[src/rtl/divider_unit.sv]
// divider_unit -- iterative 32-bit integer divider for the RISC-V M ops
// DIV, DIVU, REM and REMU.
//
// It runs radix-2 restoring division on operand magnitudes and produces one
// quotient bit per cycle. A request sampled in cycle N delivers its result
// with a one-cycle done pulse in cycle N+33. Divide-by-zero and the signed
// overflow case (0x80000000 / -1) return the fixed RISC-V results.
//
// Optional feature: define DIV_SPECIAL_FAST_EN to make those special cases
// skip the iteration and go IDLE->DONE, so done arrives in cycle N+1. The
// results are the same in both builds.
//
// Ports:
//   clk       in   clock; all state changes on the rising edge
//   rst       in   synchronous reset, active low
//   start     in   request strobe; only sampled in IDLE
//   op        in   00=DIV 01=DIVU 10=REM 11=REMU
//   rd_in     in   destination register of the request
//   dividend  in   rs1 value
//   divisor   in   rs2 value
//   busy      out  high whenever the unit is not IDLE
//   done      out  one-cycle pulse; result/rd_out are valid in that cycle
//   rd_out    out  captured rd; holds until the next DONE cycle
//   result    out  quotient or remainder; holds until the next DONE cycle
module divider_unit #(
    parameter int XLEN = 32
) (
    input  logic            clk,
    input  logic            rst,
    input  logic            start,
    input  logic [1:0]      op,
    input  logic [4:0]      rd_in,
    input  logic [XLEN-1:0] dividend,
    input  logic [XLEN-1:0] divisor,
    output logic            busy,
    output logic            done,
    output logic [4:0]      rd_out,
    output logic [XLEN-1:0] result
);

    typedef enum logic [1:0] {IDLE, CALC, DONE} state_t;

    state_t          state, state_nxt;
    logic [1:0]      op_q;
    logic [4:0]      rd_q;
    logic [4:0]      cnt;
    logic [XLEN-1:0] dvd_q;      // original dividend, returned by REM x/0
    logic [XLEN-1:0] dvs_mag;
    logic [XLEN-1:0] rem_q;
    logic [XLEN-1:0] quo_q;      // starts as |dividend|, shifts into quotient
    logic            qneg_q, rneg_q, dz_q, ovf_q;

    // Request decode (only meaningful while IDLE)
    logic            in_signed, a_neg, b_neg, in_dz, in_ovf, fast_go;
    logic [XLEN-1:0] a_mag, b_mag;

    assign in_signed = ~op[0];
    assign a_neg     = in_signed & dividend[XLEN-1];
    assign b_neg     = in_signed & divisor[XLEN-1];
    assign a_mag     = a_neg ? -dividend : dividend;
    assign b_mag     = b_neg ? -divisor  : divisor;
    assign in_dz     = (divisor == '0);
    assign in_ovf    = in_signed && (dividend == {1'b1, {(XLEN-1){1'b0}}})
                                 && (divisor == '1);

`ifdef DIV_SPECIAL_FAST_EN
    assign fast_go = in_dz | in_ovf;
`else
    assign fast_go = 1'b0;
`endif

    // One restoring step: shift the next dividend bit into the partial
    // remainder and subtract the divisor if it fits. The borrow bit of the
    // (XLEN+1)-bit difference says whether it did.
    logic [XLEN:0]   step_t, step_sub;
    logic            step_ge;
    logic [XLEN-1:0] rem_nxt, quo_nxt;

    assign step_t   = {rem_q, quo_q[XLEN-1]};
    assign step_sub = step_t - {1'b0, dvs_mag};
    assign step_ge  = ~step_sub[XLEN];
    assign rem_nxt  = step_ge ? step_sub[XLEN-1:0] : step_t[XLEN-1:0];
    assign quo_nxt  = {quo_q[XLEN-2:0], step_ge};

    // Final result selection: the special cases override the datapath, and
    // otherwise the signs are restored onto the magnitudes.
    function automatic logic [XLEN-1:0] fixup(
        input logic [1:0]      f_op,
        input logic [XLEN-1:0] f_dvd,
        input logic            f_dz,
        input logic            f_ovf,
        input logic [XLEN-1:0] f_q,
        input logic [XLEN-1:0] f_r,
        input logic            f_qneg,
        input logic            f_rneg
    );
        logic [XLEN-1:0] r;
        if (f_dz)
            r = f_op[1] ? f_dvd : '1;
        else if (f_ovf)
            r = f_op[1] ? '0 : {1'b1, {(XLEN-1){1'b0}}};
        else if (f_op[1])
            r = f_rneg ? -f_r : f_r;
        else
            r = f_qneg ? -f_q : f_q;
        return r;
    endfunction

    logic [XLEN-1:0] calc_res, fast_res;

    assign calc_res = fixup(op_q, dvd_q, dz_q, ovf_q, quo_nxt, rem_nxt, qneg_q, rneg_q);
    assign fast_res = fixup(op, dividend, in_dz, in_ovf, '0, '0, 1'b0, 1'b0);

    // FSM
    always_ff @(posedge clk) begin
        if (!rst) state <= IDLE;
        else      state <= state_nxt;
    end

    always_comb begin
        state_nxt = state;
        case (state)
            IDLE:    if (start) state_nxt = fast_go ? DONE : CALC;
            CALC:    if (cnt == 5'd31) state_nxt = DONE;
            DONE:    state_nxt = IDLE;
            default: state_nxt = IDLE;
        endcase
    end

    assign busy = (state != IDLE);
    assign done = (state == DONE);

    // Datapath
    always_ff @(posedge clk) begin
        if (!rst) begin
            cnt     <= '0;
            result  <= '0;
            rd_out  <= '0;
            op_q    <= '0;
            rd_q    <= '0;
            dvd_q   <= '0;
            dvs_mag <= '0;
            rem_q   <= '0;
            quo_q   <= '0;
            qneg_q  <= 1'b0;
            rneg_q  <= 1'b0;
            dz_q    <= 1'b0;
            ovf_q   <= 1'b0;
        end else begin
            case (state)
                IDLE: if (start) begin
                    op_q    <= op;
                    rd_q    <= rd_in;
                    dvd_q   <= dividend;
                    dvs_mag <= b_mag;
                    rem_q   <= '0;
                    quo_q   <= a_mag;
                    qneg_q  <= a_neg ^ b_neg;
                    rneg_q  <= a_neg;
                    dz_q    <= in_dz;
                    ovf_q   <= in_ovf;
                    cnt     <= '0;
                    if (fast_go) begin
                        result <= fast_res;
                        rd_out <= rd_in;
                    end
                end
                CALC: begin
                    rem_q <= rem_nxt;
                    quo_q <= quo_nxt;
                    cnt   <= cnt + 5'd1;
                    // The last step's result is written on the way into DONE.
                    if (cnt == 5'd31) begin
                        result <= calc_res;
                        rd_out <= rd_q;
                    end
                end
                default: ;
            endcase
        end
    end

endmodule

[config.mk]
export PLATFORM = sky130hd
export DESIGN_NAME = divider_unit
export DESIGN_NICKNAME = d
export VERILOG_FILES = /design/src/rtl/divider_unit.sv
export SDC_FILE = /design/constraint.sdc
export NUM_CORES = 1
export LEC_CHECK = 0
export ABC_AREA = 1
export CAP_MARGIN = 40
export CORE_MARGIN = 2
export CORE_UTILIZATION = 25
export DETAILED_ROUTE_END_ITERATION = 7
export HOLD_SLACK_MARGIN = 0.06
export PLACE_DENSITY = 0.46
export SETUP_SLACK_MARGIN = 0.02
export SYNTH_ARGS = -nofsm -noshare
export SYNTH_HDL_FRONTEND = slang
export SYNTH_SLANG_ARGS = --single-unit
[constraint.sdc]
create_clock -name clk -period 12.8 [get_ports clk]
set_clock_uncertainty 0.2 [all_clocks]
set_input_delay 2.56 -clock clk [delete_from_list [all_inputs] [get_ports clk]]
set_output_delay 2.56 -clock clk [all_outputs]
set_load 0.1 [all_outputs]
==> results.md <==
* Status: completed
* Worst hold path type: reg2reg
* Later-pin clock latency in the skew report at 470 ps
* Yosys cell types at 55
* Instance count on the critical path at 9
* Total CTS buffers at 17
* DP Worst Slack at 6530 ps
* H-tree levels at 4
* Fin area at 16700 sq um
* Critical path type: in2reg
* Largest area contributor in the netlist: dfxtp_1
* Area growth from synthesis to final layout at 23.6%
* Final HPWL from detailed placement at 39.9 mm
* CTS Root Cell: clkbuf_16
* Tmin final at between 5000 and 6000 ps
* Leak at 7.63 nW
* Max Fclk at 171 MHz
* Crit path max fanout at 55
* CTS tree: yes
* Critical path cell sequence: clkdlybuf4s50_1 > nand2_4 > inv_2 > nor2_4 > buf_4 > clkinv_1 > o221ai_1 > nand2_1 > inv_1
* Worst setup SP type: input port
* Final Max Slew Viols at 0
* Site Rows at between 80 and 90
* Fillers at 5922
* Largest net degree at the start of global routing at 82
* Worst Tran Pin Value at between 700 and 800 ps
* Number of synthesized register bits at 182
* Cell with the most instances after synthesis: nand2_1
* Period utilization at 0.457
* Worst Reg-to-Reg Cells at 29
* Slowest library cell on the worst path: clkinv_1
* Vias per cell at between 4 and 5
* Number of global-route vias before repair at 13800
* Full die area at 56000 sq um
* Synth top area cells: dfxtp_1 27%, nand2_1 16%, inv_1 8.6%, nor2_1 6.9%, o21ai_0 6.4%
* Area of the multi-input gates at 8300 sq um
* Wirelength, routed at 51.6 mm
* DR pass1 iterations at 5
* Final Setup Violations at 0
* RSZ-0062 raised after global routing: no
* Die height at roughly 240 um
* Drt drc at 0
* Clock Pin Slew Worst Setup and Hold Paths at 80 ps
* Critical path's top delay family: buffers and inverters
* GP Congestion at 0.861
* Post-Syn Instances at 2249
* Clock Tree Buf Depth at 2
* CTS Hold Bufs at 0
* Ys async rst share at 0
* Seq/Total Area, Yosys at 0.269
* Inserted Diodes at 0
* Largest stage delay, worst path at a little under 800 ps
* CTS sink count at 182
* Synth Cell Area at 13500 sq um
* Sum Neg Setup Slack at 0 ps
* Worst setup margin at 6950 ps
* Placed cell count at 3026
* Cell Count, Final, Fillers Out at 3058
* Final Util at 0.311
* Slew HR at 0.470
* Core footprint at 53700 sq um
* Synth Warn # at 0
* Global-route wire length before repair at 80.8 mm
* Post-synth top cells: 573 x nand2_1, 311 x inv_1, 247 x nor2_1
* Arrival @ worst endpoint at 6070 ps
* Post_cts resized at 0
* Crit path buffers/inverters at 5
* Worst setup EP type: flop
* Number of enable flip-flop cells after synthesis at 0
* Post-synth top area share at 0.269
* Max Cap Viol at 0
* Final ANT Viol Nets at 0
* Critical Path RT at approximately 13000 ps
* Die width at 237 um
* Sequential cell area at 3640 sq um
* Syn avg cell area at 6.02 sq um
* Final Hold Viols at 0
* All-layer global routing usage at 0.185
* Area after DPL at approximately 16000 sq um
* Max IR drop VDD at 127 uV
* Initial antenna violation count at 0
* Layout cells sized above 1 at 0.0703
* NumNets Final at 2463
* Total setup buffers inserted after CTS at 0
* Power Density at 162 nW/um^2
* Syn_nets at 2363
* Residual overflow from global routing at 0
* Top-Level Pins at between 100 and 150
* Port bufs at ~110
* Routed len/inst at 16.9 um
* Starting DRC count in detailed routing at 942
* Top_reg_cell synth: dfxtp_1
* Hold Path Depth at 2
* DR vias at roughly 15000
* Starting Density at 0.252
## logic make-up (layout without fill, tap and decap cells)
logic type	count (synthesis)	in the layout	share of synthesized area
AO/OA/AOI/OAI	453	453	0.186
adder cells (fa/ha/maj)	40	40	0.0376
buffers and inverters	416	529	0.119
AND/OR/NAND/NOR	1095	1095	0.347
flip-flops	182	182	0.269
XOR/XNOR	63	63	0.0408
## routing by layer
| metal | share of wire | track usage | routed length [um] | vias to the layer above |
|---|---|---|---|---|
| met1 | 0.48 | 0.250 | 24700 | 6813 |
| met5 | 0 | 0 | 0 | - |
| met2 | 0.47 | 0.307 | 24100 | 302 |
| met3 | 0.032 | 0.0180 | 1630 | 48 |
| met4 | 0.022 | 0.0608 | 1150 | 0 |
| li1 | - | - | - | 7491 |
## final cells by class
class / count / share of cell area
Sequential cell: 182 / 0.218
Clock buffer: 17 / 0.0254
Inverter: 322 / 0.0724
Tap cell: 696 / 0.0521
Multi-Input combinational cell: 1651 / 0.496
Clock inverter: 15 / 0.0100
Timing Repair Buffer: 175 / 0.126
## cells in the final DEF, fill, tap and decap left out, types with 4 or more instances in the layout
cell and count:
nand2_1 572, inv_1 311, nor2_1 245, dfxtp_1 182
o21ai_0 173, a21oi_1 166, nand3_1 136, clkdlybuf4s50_1 111
xor2_1 47, ha_1 39, buf_8 31, nand4_1 30
a31oi_1 30, nor3_1 29, nand2_2 22, buf_4 19
o221ai_1 17, clkbuf_16 17, xnor2_1 16, o22ai_1 16
buf_16 14, nor4_1 12, o211ai_1 10, o21ai_1 9
nor2_4 8, nor2_2 7, inv_2 6, nand2_4 6
nand3b_1 6, a211oi_1 6, o21ai_2 5, or2_2 5
o31ai_1 5, clkinv_1 4, and2_1 4, inv_6 4
## final timing paths
| check | from | end | slack, ps |
|---|---|---|---|
| setup / recovery | start | quo_q[25]$_SDFFE_PN0P_ | 6950 |
| hold / removal | dvd_q[22]$_SDFFE_PN0P_ | dvd_q[22]$_SDFFE_PN0P_ | 260 |
| setup reg to reg | quo_q[31]$_SDFFE_PN0P_ | result[30]$_SDFFE_PN0P_ | 7380 |
| hold reg to reg | dvd_q[22]$_SDFFE_PN0P_ | dvd_q[22]$_SDFFE_PN0P_ | 260 |
## flip-flops by register name, summed over array words and instances (netlist names)
signal / cells
dvd_q: 32
dvs_mag: 32
quo_q: 32
rem_q: 32
result: 32
cnt: 5
rd_out: 5
rd_q: 5
state: 2
dz_q: 1
op_q: 1
ovf_q: 1
qneg_q: 1
rneg_q: 1
## worst reg2reg max path, delay by kind of cell, from the launching register on
kind / cells / cell delay (ps)
flops: 1 / 530
simple gates: 18 / 2650
buf+inv: 2 / 200
xor+xnor: 1 / 160
compound gates: 5 / 880
fa+ha+maj: 3 / 690
## per-stage QoR
stage	power, mW	hold slack [ps]
final	2.70	258
after global routing	2.94	280
after CTS	2.71	257
after detailed placement	2.14	246
after global placement	2.13	243
after floorplan	1.74	230
## power by group
group	switching [mW]	internal (mW)	leakage, nW
Clock	0.266	0.293	0.284
Combinational	1.05	0.454	5.86
Sequential	0.0322	0.605	1.49
Note: power is estimated with default switching activity, not from simulation.
